==> src/rtl/hd44780_nybble_sender.sv <==
// Drives one 4-bit HD44780 bus transfer: latches RS/data, then runs the
// setup, E-high and hold phases from a down-counter and emits a done strobe.
module hd44780_nybble_sender #(
  parameter int SETUP_CYCLES  = 2,
  parameter int E_HIGH_CYCLES = 12,
  parameter int HOLD_CYCLES   = 12,
  parameter int CTR_BITS      = 8
) (
  input  logic       CLK_I,
  input  logic       RST_I,
  input  logic [3:0] DAT_I,
  input  logic       rs_i,
  input  logic       start_strobe,
  output logic       busy,
  output logic       end_strobe,
  output logic       lcd_rs,
  output logic       lcd_e,
  output logic [3:0] lcd_data
);

  // A zero-length phase is stretched to one cycle so every phase is observable.
  localparam int S_LEN = (SETUP_CYCLES  == 0) ? 1 : SETUP_CYCLES;
  localparam int E_LEN = (E_HIGH_CYCLES == 0) ? 1 : E_HIGH_CYCLES;
  localparam int H_LEN = (HOLD_CYCLES   == 0) ? 1 : HOLD_CYCLES;

  localparam logic [CTR_BITS-1:0] S_LOAD = CTR_BITS'(S_LEN - 1);
  localparam logic [CTR_BITS-1:0] E_LOAD = CTR_BITS'(E_LEN - 1);
  localparam logic [CTR_BITS-1:0] H_LOAD = CTR_BITS'(H_LEN - 1);
  localparam logic [CTR_BITS-1:0] CTR_ONE = CTR_BITS'(1);

  typedef enum logic [2:0] {
    ST_IDLE  = 3'd0,
    ST_SETUP = 3'd1,
    ST_EHIGH = 3'd2,
    ST_HOLD  = 3'd3,
    ST_DONE  = 3'd4
  } state_t;

  state_t              state_r;
  logic [CTR_BITS-1:0] ctr_r;
  logic                start_q_r;
  logic                start_s;

  // Rising edge of the request strobe.
  assign start_s = start_strobe & ~start_q_r;

  // Transfer sequencer; all pin outputs come straight from these flops.
  always_ff @(posedge CLK_I or negedge RST_I) begin
    if (!RST_I) begin
      state_r    <= ST_IDLE;
      ctr_r      <= '0;
      start_q_r  <= 1'b0;
      busy       <= 1'b0;
      end_strobe <= 1'b0;
      lcd_rs     <= 1'b0;
      lcd_e      <= 1'b0;
      lcd_data   <= 4'h0;
    end else begin
      start_q_r <= start_strobe;
      case (state_r)
        ST_IDLE, ST_DONE: begin
          end_strobe <= 1'b0;
          if (start_s) begin
            lcd_data <= DAT_I;
            lcd_rs   <= rs_i;
            busy     <= 1'b1;
            ctr_r    <= S_LOAD;
            state_r  <= ST_SETUP;
          end else begin
            state_r  <= ST_IDLE;
          end
        end
        ST_SETUP: begin
          if (ctr_r == '0) begin
            lcd_e   <= 1'b1;
            ctr_r   <= E_LOAD;
            state_r <= ST_EHIGH;
          end else begin
            ctr_r   <= ctr_r - CTR_ONE;
          end
        end
        ST_EHIGH: begin
          if (ctr_r == '0) begin
            lcd_e   <= 1'b0;
            ctr_r   <= H_LOAD;
            state_r <= ST_HOLD;
          end else begin
            ctr_r   <= ctr_r - CTR_ONE;
          end
        end
        ST_HOLD: begin
          if (ctr_r == '0) begin
            end_strobe <= 1'b1;
            busy       <= 1'b0;
            state_r    <= ST_DONE;
          end else begin
            ctr_r      <= ctr_r - CTR_ONE;
          end
        end
        default: begin
          lcd_e      <= 1'b0;
          busy       <= 1'b0;
          end_strobe <= 1'b0;
          ctr_r      <= '0;
          state_r    <= ST_IDLE;
        end
      endcase
    end
  end

endmodule
==> config.mk <==
export PLATFORM = sky130hd
export DESIGN_NAME = hd44780_nybble_sender
export DESIGN_NICKNAME = d
export VERILOG_FILES = /design/src/rtl/hd44780_nybble_sender.sv
export SDC_FILE = /design/constraint.sdc
export NUM_CORES = 1
export LEC_CHECK = 0
export ABC_CLOCK_PERIOD_IN_PS = 1800
export BUFFER_PORTS_ARGS = -buffer_cell sky130_fd_sc_hd__buf_2
export CAP_MARGIN = 0
export CORE_ASPECT_RATIO = 1.1
export CORE_MARGIN = 3
export CORE_UTILIZATION = 45
export DETAILED_ROUTE_END_ITERATION = 7
export PLACE_DENSITY = 0.68
export SLEW_MARGIN = 15
export SYNTH_ARGS = -nofsm -noshare
export SYNTH_HDL_FRONTEND = slang
export SYNTH_SLANG_ARGS = --single-unit
==> constraint.sdc <==
create_clock -name CLK_I -period 1.8 [get_ports CLK_I]
set_input_delay 0.18 -clock CLK_I [delete_from_list [all_inputs] [get_ports CLK_I]]
set_output_delay 0.18 -clock CLK_I [all_outputs]
set_load 0.01 [all_outputs]
==> flow_summary.json, run 1 <==
{
  "post-route-period-util_pct": 92.04,
  "avgRoutedWirePerCell_um": 14.17,
  "finClkSkew_ns": 0.008666,
  "grt_max_degree": 21,
  "syn_inst": 100,
  "critPathCapture": "ctr_r[3]",
  "dr.pass1.iters": 4,
  "clockBufferDepth": 2,
  "drc_errors": 0,
  "crit_chain": "nor4_4, nor4b_4, o22ai_1, a22o_1",
  "drive_gt1_share_pct": 33.07,
  "min_period_ns": 1.657,
  "synth_nets": 110,
  "final_nets": 138,
  "h-tree-depth": 1,
  "rsz0062_at_grt": "false",
  "slowest_delay_ns": 0.46,
  "design.core.area_mm2": 0.002106,
  "place_area_mm2": 0.001209,
  "utilization_pct": 61.79,
  "ant_nets": 0,
  "ir_worst_vdd_uv": 447.9,
  "hold_violations": 0,
  "yosys.area.top_type": "dfrtp_1",
  "worst_ep_required_time_ns": 2.00,
  "cts.sinks": 20,
  "finalMaxSlewViolations": 0,
  "setup_viol": 0,
  "yosysWarnings": 0,
  "cap_violations": 0,
  "synth_top_area_share_pct": 47.62,
  "status": "finished, final reports clean",
  "grtUsageTotal_pct": 17.51,
  "final_area_mm2": 0.001301,
  "netlist_area_mm2": 0.001051,
  "powerDensity_mw_per_mm2": 664.1,
  "dieHeight_um": 56.69,
  "relSlewSlack_pct": 69.28,
  "critPathLaunchType": "flop",
  "root_buffer": "clkbuf_4",
  "worst_pin_slew_ns": 0.4583,
  "crit_fanout": 5,
  "clk_latency_ns": 0.31,
  "io_pins": 16,
  "initial_core_util_pct": 49.91,
  "tns_ns": 0,
  "portBuffers": 15,
  "drt-initial-drc-count": 12,
  "r2r_cells": 4,
  "ys_seq_elements": 20,
  "grt_pass1_vias": 863,
  "leakage_uw": 0.0005683,
  "die_width_um": 52.08,
  "overflow": 0,
  "hold_path.class": "primary input to flop",
  "dieArea_mm2": 0.002952,
  "worst-endpoint-arrival_ns": 1.86,
  "crit_type": "flop to flop",
  "r2r_start": "ctr_r[3]",
  "ff2ff_setup_slack_ns": 0.14,
  "r2r_end": "ctr_r[3]",
  "cts_tree": "built",
  "critPathCaptureType": "flop",
  "hold_depth": 2,
  "dp_hpwl_mm": 1.561,
  "num_antenna_cells": 0,
  "area_delta_synth_final_pct": 23.81,
  "place_congestion": 0.7900,
  "clkSlewWorstSetupHoldPaths_ns": 0.12,
  "seq_area_frac_synth_pct": 47.62,
  "slowest_stage": "dfrtp_1",
  "syn_area_per_cell_um2": 10.51,
  "crit_path_start": "ctr_r[3]",
  "numCtsBuffers": 3,
  "netlist_top_cells_area": "dfrtp_1 (48%), mux2_2 (5.4%), o21ai_0 (3.8%)",
  "vias": 871,
  "max_freq_mhz": 603.6,
  "postRouteWirelength_mm": 2.197,
  "grt_pass1_wl_mm": 3.946,
  "rows": 17,
  "yosysUniqueCellTypes": 38,
  "vias_per_cell": 5.619,
  "fillerInstances": 181,
  "antenna_found_initial": 0,
  "finalPower_uw": 864.2
}
worst min-delay path by stage:
stage,start,end,slack [ns]
final,DAT_I[0],lcd_data[0],0.09
after CTS,DAT_I[0],lcd_data[0],0.09
after detailed placement,RST_I,ctr_r[7],0.16
after global routing,DAT_I[1],lcd_data[1],0.08
after global placement,RST_I,ctr_r[7],0.15
after floorplan,RST_I,busy,-0.12
metrics by stage:
step	hold WS (ns)	setup WS [ns]	instances
after floorplan	-0.1156	0.1012	100
after detailed placement	0.1555	-0.01054	148
after CTS	0.08968	0.1021	154
after global placement	0.1514	0.06356	148
after global routing	0.07738	0.03002	155
final	0.09343	0.1432	155
layout make-up:
cell class	instances	area, um^2	share of cell area (%)
clock inverter	1	30.03	2.308
clock buffer	3	22.52	1.731
inverter	6	22.52	1.731
timing repair buffer	27	170.2	13.08
multi-input combinational	70	520.5	40.00
sequential	20	500.5	38.46
tap	28	35.03	2.692
report_power, final:
group / internal [uW] / switching [uW] / leakage, uW
Combinational: 16.1 / 17.1 / 0.000306
Clock: 225 / 147 / 0.0000279
Sequential: 456 / 2.96 / 0.000235
Total: 697 / 167 / 0.000568
synth_stat cells:
library cell,count
o21ba_2,1
nor4b_4,1
nand3_1,2
nor4_4,1
dfrtp_1,20
a31o_2,1
a22oi_1,1
o21bai_1,3
a31oi_1,3
nor2_1,7
nor3b_1,2
a21boi_0,1
o22a_1,1
a21oi_1,5
mux2_2,5
buf_4,1
or4_2,1
inv_1,6
ha_1,2
mux2i_1,1
a22o_1,1
xnor2_1,2
a211oi_1,1
buf_2,1
clkbuf_1,2
o31ai_1,1
nand2_1,4
o22ai_1,1
a32o_1,1
o21ai_0,8
nand3b_1,2
a2bb2oi_1,1
o211ai_1,1
o21a_1,1
o41ai_1,1
nor3_1,5
and3b_1,1
o2111ai_1,1
cell usage in the layout, fill, tap and decap left out, types with 3 or more instances in the layout:
| cell type | count |
|---|---|
| buf_4 | 10 |
| nor2_1 | 7 |
| dfrtp_1 | 20 |
| a21oi_1 | 5 |
| inv_1 | 6 |
| mux2_2 | 5 |
| buf_2 | 15 |
| nor3_1 | 4 |
| clkbuf_4 | 3 |
| o21ai_0 | 8 |
| nand2_1 | 3 |
| a31oi_1 | 3 |
| o21bai_1 | 3 |
what timing repair did:
| item | 4_1_cts | 5_1_grt |
|---|---|---|
| endpoints found under the hold margin | 21 | 0 |
| resized for setup | 1 | 3 |
| pin swaps | 0 | 1 |
| hold buffers | 2 | 0 |
| setup endpoints to repair | 5 | 3 |
| setup buffers | 0 | 1 |
cell families after synthesis:
family / after synthesis / synth area share (%)
multiplexers: 6 / 6.309
adder cells (fa/ha/maj): 2 / 2.381
AO/OA/AOI/OAI: 34 / 21.91
buffers and inverters: 10 / 4.048
XOR/XNOR: 2 / 1.667
flip-flops: 20 / 47.62
AND/OR/NAND/NOR: 26 / 16.07
flip-flops by register name, indices dropped and copies added, names as in the netlist:
| signal | cells |
|---|---|
| start_q_r | 1 |
| ctr_r | 8 |
| lcd_e | 1 |
| busy | 1 |
| lcd_data | 4 |
| end_strobe | 1 |
| state_r | 3 |
| lcd_rs | 1 |
layer usage:
metal	GRT usage, %	share of wire, %
met5	0	0
met4	6.742	1.7
met3	3.183	4.6
met2	29.62	49
met1	21.48	45
critical path, delay by kind of cell, from the launching register on:
kind	cells	cell delay [ns]
AOI/OAI and AO/OA	2	0.37
DFF	1	0.46
and+or+nand+nor	2	0.73
Note: power is estimated with default switching activity, not from simulation.
==> inputs of run 2 (changes only) <==
Settings changed: CORE_ASPECT_RATIO 1.1 to not set, MAX_ROUTING_LAYER set to met4.
==> flow_summary.json, run 2 (synthesis results as in run 1) <==
{
  "ir_worst_vdd_uv": 544.3,
  "drive_gt1_share_pct": 32.00,
  "overflow": 0,
  "critPathCaptureType": "flop",
  "initial_core_util_pct": 50.48,
  "h-tree-depth": 1,
  "dieArea_mm2": 0.002951,
  "rows": 16,
  "r2r_end": "ctr_r[3]",
  "cts.sinks": 20,
  "root_buffer": "clkbuf_4",
  "antenna_found_initial": 0,
  "min_from": "rs_i",
  "grt_pass1_wl_mm": 4.022,
  "worst_pin_slew_ns": 0.4353,
  "crit_type": "flop to flop",
  "num_antenna_cells": 0,
  "final_cell_mix": "dfrtp_1 (20), buf_2 (15), o21ai_0 (8), buf_4 (8), nor2_1 (7)",
  "dp_slack_ns": 0.09758,
  "cts_tree": "built",
  "utilization_pct": 60.94,
  "clk_latency_ns": 0.31,
  "numCtsBuffers": 3,
  "postCtsSetupBuffers": 0,
  "drt-initial-drc-count": 7,
  "portBuffers": 15,
  "die_width_um": 54.33,
  "final_common_cell": "dfrtp_1",
  "largest_reg_flops": 8,
  "cap_violations": 0,
  "status": "finished, final reports clean",
  "setup_viol": 0,
  "hold_path.class": "primary input to flop",
  "hold_violations": 0,
  "grt_pass1_vias": 874,
  "grt_max_degree": 21,
  "vias_per_cell": 5.599,
  "avgRoutedWirePerCell_um": 14.84,
  "ant_nets": 0,
  "clkSlewWorstSetupHoldPaths_ns": 0.12,
  "postRouteWirelength_mm": 2.256,
  "finClkSkew_ns": 0.007487,
  "leakage_uw": 0.0005520,
  "area_delta_synth_final_pct": 20.71,
  "fin_ws_ns": 0.09799,
  "io_pins": 16,
  "powerDensity_mw_per_mm2": 595.6,
  "r2r_start": "ctr_r[2]",
  "worst_ep_required_time_ns": 2.01,
  "vias": 851,
  "dieHeight_um": 54.33,
  "worst-endpoint-arrival_ns": 1.91,
  "dp_hpwl_mm": 1.679,
  "regMostFlops": "ctr_r",
  "critPathLaunchType": "flop",
  "hold_path_end": "lcd_rs",
  "r2r_cells": 4,
  "tns_ns": 0,
  "rsz0062_at_grt": "false",
  "ff2ff_setup_slack_ns": 0.1,
  "design.core.area_mm2": 0.002082,
  "hold_depth": 2,
  "final_nets": 136,
  "clockBufferDepth": 2,
  "min_period_ns": 1.702,
  "finalMaxSlewViolations": 0,
  "drc_errors": 0,
  "relSlewSlack_pct": 70.83,
  "max_freq_mhz": 587.5,
  "post-route-period-util_pct": 94.56,
  "grtUsageTotal_pct": 19.40,
  "dr.pass1.iters": 4,
  "crit_fanout": 6,
  "place_congestion": 0.7860,
  "top_regs": "ctr_r (8), lcd_data (4), state_r (3)"
}
-- run 2: cell types whose count changed in the layout (fill, tap and decap cells not counted), sizes merged --
cell,delta
buf,-2
bufinv,-1
clkbuf,+1
-- run 2: critical path, stage by stage, from the launching register on --
cell and delay (ns):
dfrtp_1 0.48, nor4_4 0.37, nor4b_4 0.39, o22ai_1 0.15, a22o_1 0.21
-- run 2: how the worst max path moves through the flow --
stage,start,end,slack (ns),cells after the start
after floorplan,ctr_r[0],ctr_r[4],0.10,6
after global placement,ctr_r[3],ctr_r[3],0.12,4
after detailed placement,state_r[0],lcd_data[3],0.1,4
after CTS,state_r[0],lcd_data[3],0.1,4
after global routing,ctr_r[2],ctr_r[3],0.005,4
final,ctr_r[2],ctr_r[3],0.1,4
-- run 2: what timing repair did --
action                                  4_1_cts  5_1_grt
endpoints found under the setup margin        0        9
resized for setup                             0        3
hold buffers                                  2        0
hold endpoints to repair                     21        0
-- run 2: per-stage QoR --
step	std cells	total power [uW]	hold WS (ns)	instance area (um^2)
detailed placement	146	499.1	0.1577	1200
global route	152	795.9	0.08923	1269
floorplan	100	475.7	-0.1156	1051
global placement	146	497.2	0.1471	1200
CTS	152	766.4	0.09697	1256
finish	152	755.7	0.09986	1269
-- run 2: metal layers --
metal,share of wire [%],vias to the layer above,GRT usage (%)
li1,-,419,-
met1,47,413,24.40
met2,49,17,32.27
met3,2.9,2,1.635
met4,1.3,0,7.469
met5,0,-,-
-- run 2: report_power, final --
part           internal (uW)  switching [uW]
Clock                    123             140
Sequential               456            3.22
Combinational           16.1            17.3
Total                    595             160
-- run 2: cell type report --
cell class                 instances  area [um^2]
timing repair buffer              25        155.1
fill                             195        813.3
clock buffer                       4        36.28
tap                               27        33.78
multi-input combinational         70        520.5
inverter                           6        22.52
sequential                        20        500.5
==> inputs of run 3 (changes only) <==
Settings changed: RECOVER_POWER set to 100, SKIP_LAST_GASP set to 1.
==> flow_summary.json, run 3 (synthesis results as in run 1) <==
{
  "status": "finished, final reports clean",
  "crit_fanout": 6,
  "crit_type": "flop to flop",
  "final_area_mm2": 0.001247,
  "numCtsBuffers": 3,
  "io_pins": 16,
  "crit_chain": "nor4_4, nor4b_4, o22ai_1, a22o_1",
  "area_delta_synth_final_pct": 18.69,
  "dieHeight_um": 54.33,
  "dr.pass1.iters": 4,
  "drive_gt1_share_pct": 22.40,
  "postRouteWirelength_mm": 2.239,
  "powerDensity_mw_per_mm2": 606.4,
  "drt-initial-drc-count": 11,
  "clkSlewWorstSetupHoldPaths_ns": 0.12,
  "grt_pass1_vias": 874,
  "num_antenna_cells": 0,
  "final_common_cell": "dfrtp_1",
  "gr-usage-met1_pct": 24.40,
  "regMostFlops": "ctr_r",
  "antenna_found_initial": 0,
  "clk_latency_ns": 0.31,
  "critPathCaptureType": "flop",
  "largest_reg_flops": 8,
  "slowest_stage": "dfrtp_1",
  "worst_ep_required_time_ns": 2.01,
  "root_buffer": "clkbuf_4",
  "post-route-period-util_pct": 93.55,
  "dp_hpwl_mm": 1.679,
  "portBuffers": 15,
  "final_cell_mix": "dfrtp_1 (20), clkbuf_1 (11), o21ai_0 (8)",
  "grt_use_met3_pct": 1.635,
  "min_period_ns": 1.684,
  "rows": 16,
  "slowest_delay_ns": 0.48,
  "path_buf_inv": 0,
  "h-tree-depth": 1,
  "finClkSkew_ns": 0.008753,
  "clockBufferDepth": 2,
  "place_congestion": 0.7860,
  "avgRoutedWirePerCell_um": 14.73,
  "overflow": 0,
  "grt_pass1_wl_mm": 4.022,
  "worst-endpoint-arrival_ns": 1.89,
  "fillerInstances": 203,
  "leakage_uw": 0.0005171,
  "busiest_layer": "met2",
  "final_nets": 136,
  "cap_violations": 0,
  "hold_violations": 0,
  "cts.sinks": 20,
  "timing.hold.ws_ns": 0.09831,
  "grt_max_degree": 21,
  "die_width_um": 54.33,
  "critPathLaunchType": "flop",
  "dieArea_mm2": 0.002951,
  "worst_pin_slew_ns": 1.047,
  "cts_tree": "built",
  "ant_nets": 0,
  "grtUsageTotal_pct": 19.40,
  "top_regs": "ctr_r (8), lcd_data (4), state_r (3)",
  "max_freq_mhz": 593.8,
  "rsz0062_at_grt": "false",
  "vias_per_cell": 5.618,
  "worst_path_dominant_cell_family": "simple AND/OR/NAND/NOR gates",
  "hold_path.class": "primary input to flop",
  "seq_area_um2": 500.5,
  "finalMaxSlewViolations": 0,
  "design.core.area_mm2": 0.002082,
  "vias": 854,
  "multi_input_area_um2": 518.0,
  "ir_worst_vdd_uv": 548.2,
  "drc_errors": 0,
  "place_area_mm2": 0.001200,
  "setup_viol": 0,
  "grtUsageMet2_pct": 32.27,
  "tns_ns": 0,
  "initial_core_util_pct": 50.48,
  "relSlewSlack_pct": 30.21
}
run 3: cell count changes in the layout (fill, tap and decap cells not counted):
cell / before / now
nand2_1: 3 / 4
nand2_2: 1 / 0
clkbuf_4: 3 / 4
clkbuf_1: 0 / 11
buf_2: 15 / 5
clkbuf_2: 0 / 1
buf_4: 8 / 5
run 3: what timing repair did:
action | 4_1_cts | 5_1_grt
endpoints found under the setup margin | 0 | 9
buffers inserted | 0 | 0
endpoints found under the hold margin | 21 | 0
gates resized for setup | 0 | 3
hold buffers | 2 | 0
run 3: metal layers:
layer	vias up	part of all wire [%]
met3	2	4.0
met1	409	46
li1	421	-
met2	22	48
met5	-	0
met4	0	1.3
run 3: through the flow:
step,worst slack (ns),power (uW),instances,utilization [%]
after global routing,0.01235,793.7,152,59.92
after detailed placement,0.09758,499.1,146,57.63
after global placement,0.1172,497.2,146,57.63
final,0.1161,756.5,152,59.92
after floorplan,0.1012,475.7,100,-
after CTS,0.09620,766.4,152,60.34
run 3: cell type report:
cell class	count	area share (%)
clock buffers	4	2.909
inverters	6	1.805
multi-input cells	70	41.52
flip-flops and latches	20	40.12
well taps	27	2.708
repair buffers	25	10.93
run 3: power breakdown:
| group | internal, uW | leakage, uW | switching [uW] |
|---|---|---|---|
| Combinational | 13.9 | 0.000261 | 17.2 |
| Clock | 124 | 0.0000210 | 143 |
| Sequential | 456 | 0.000235 | 3.34 |
run 3: path summary, 6_finish.rpt:
| check | slack (ns) | from | cells after the start | to |
|---|---|---|---|---|
| setup / recovery | 0.12 | ctr_r[2] | 4 | ctr_r[3] |
| hold / removal | 0.1 | rs_i | 2 | lcd_rs |
| setup reg to reg | 0.12 | ctr_r[2] | 4 | ctr_r[3] |
| hold reg to reg | 0.52 | end_strobe | 1 | end_strobe |
| max in group asynchronous | 0.60 | RST_I | 2 | ctr_r[0] |
| min in group asynchronous | 0.57 | RST_I | 2 | ctr_r[2] |
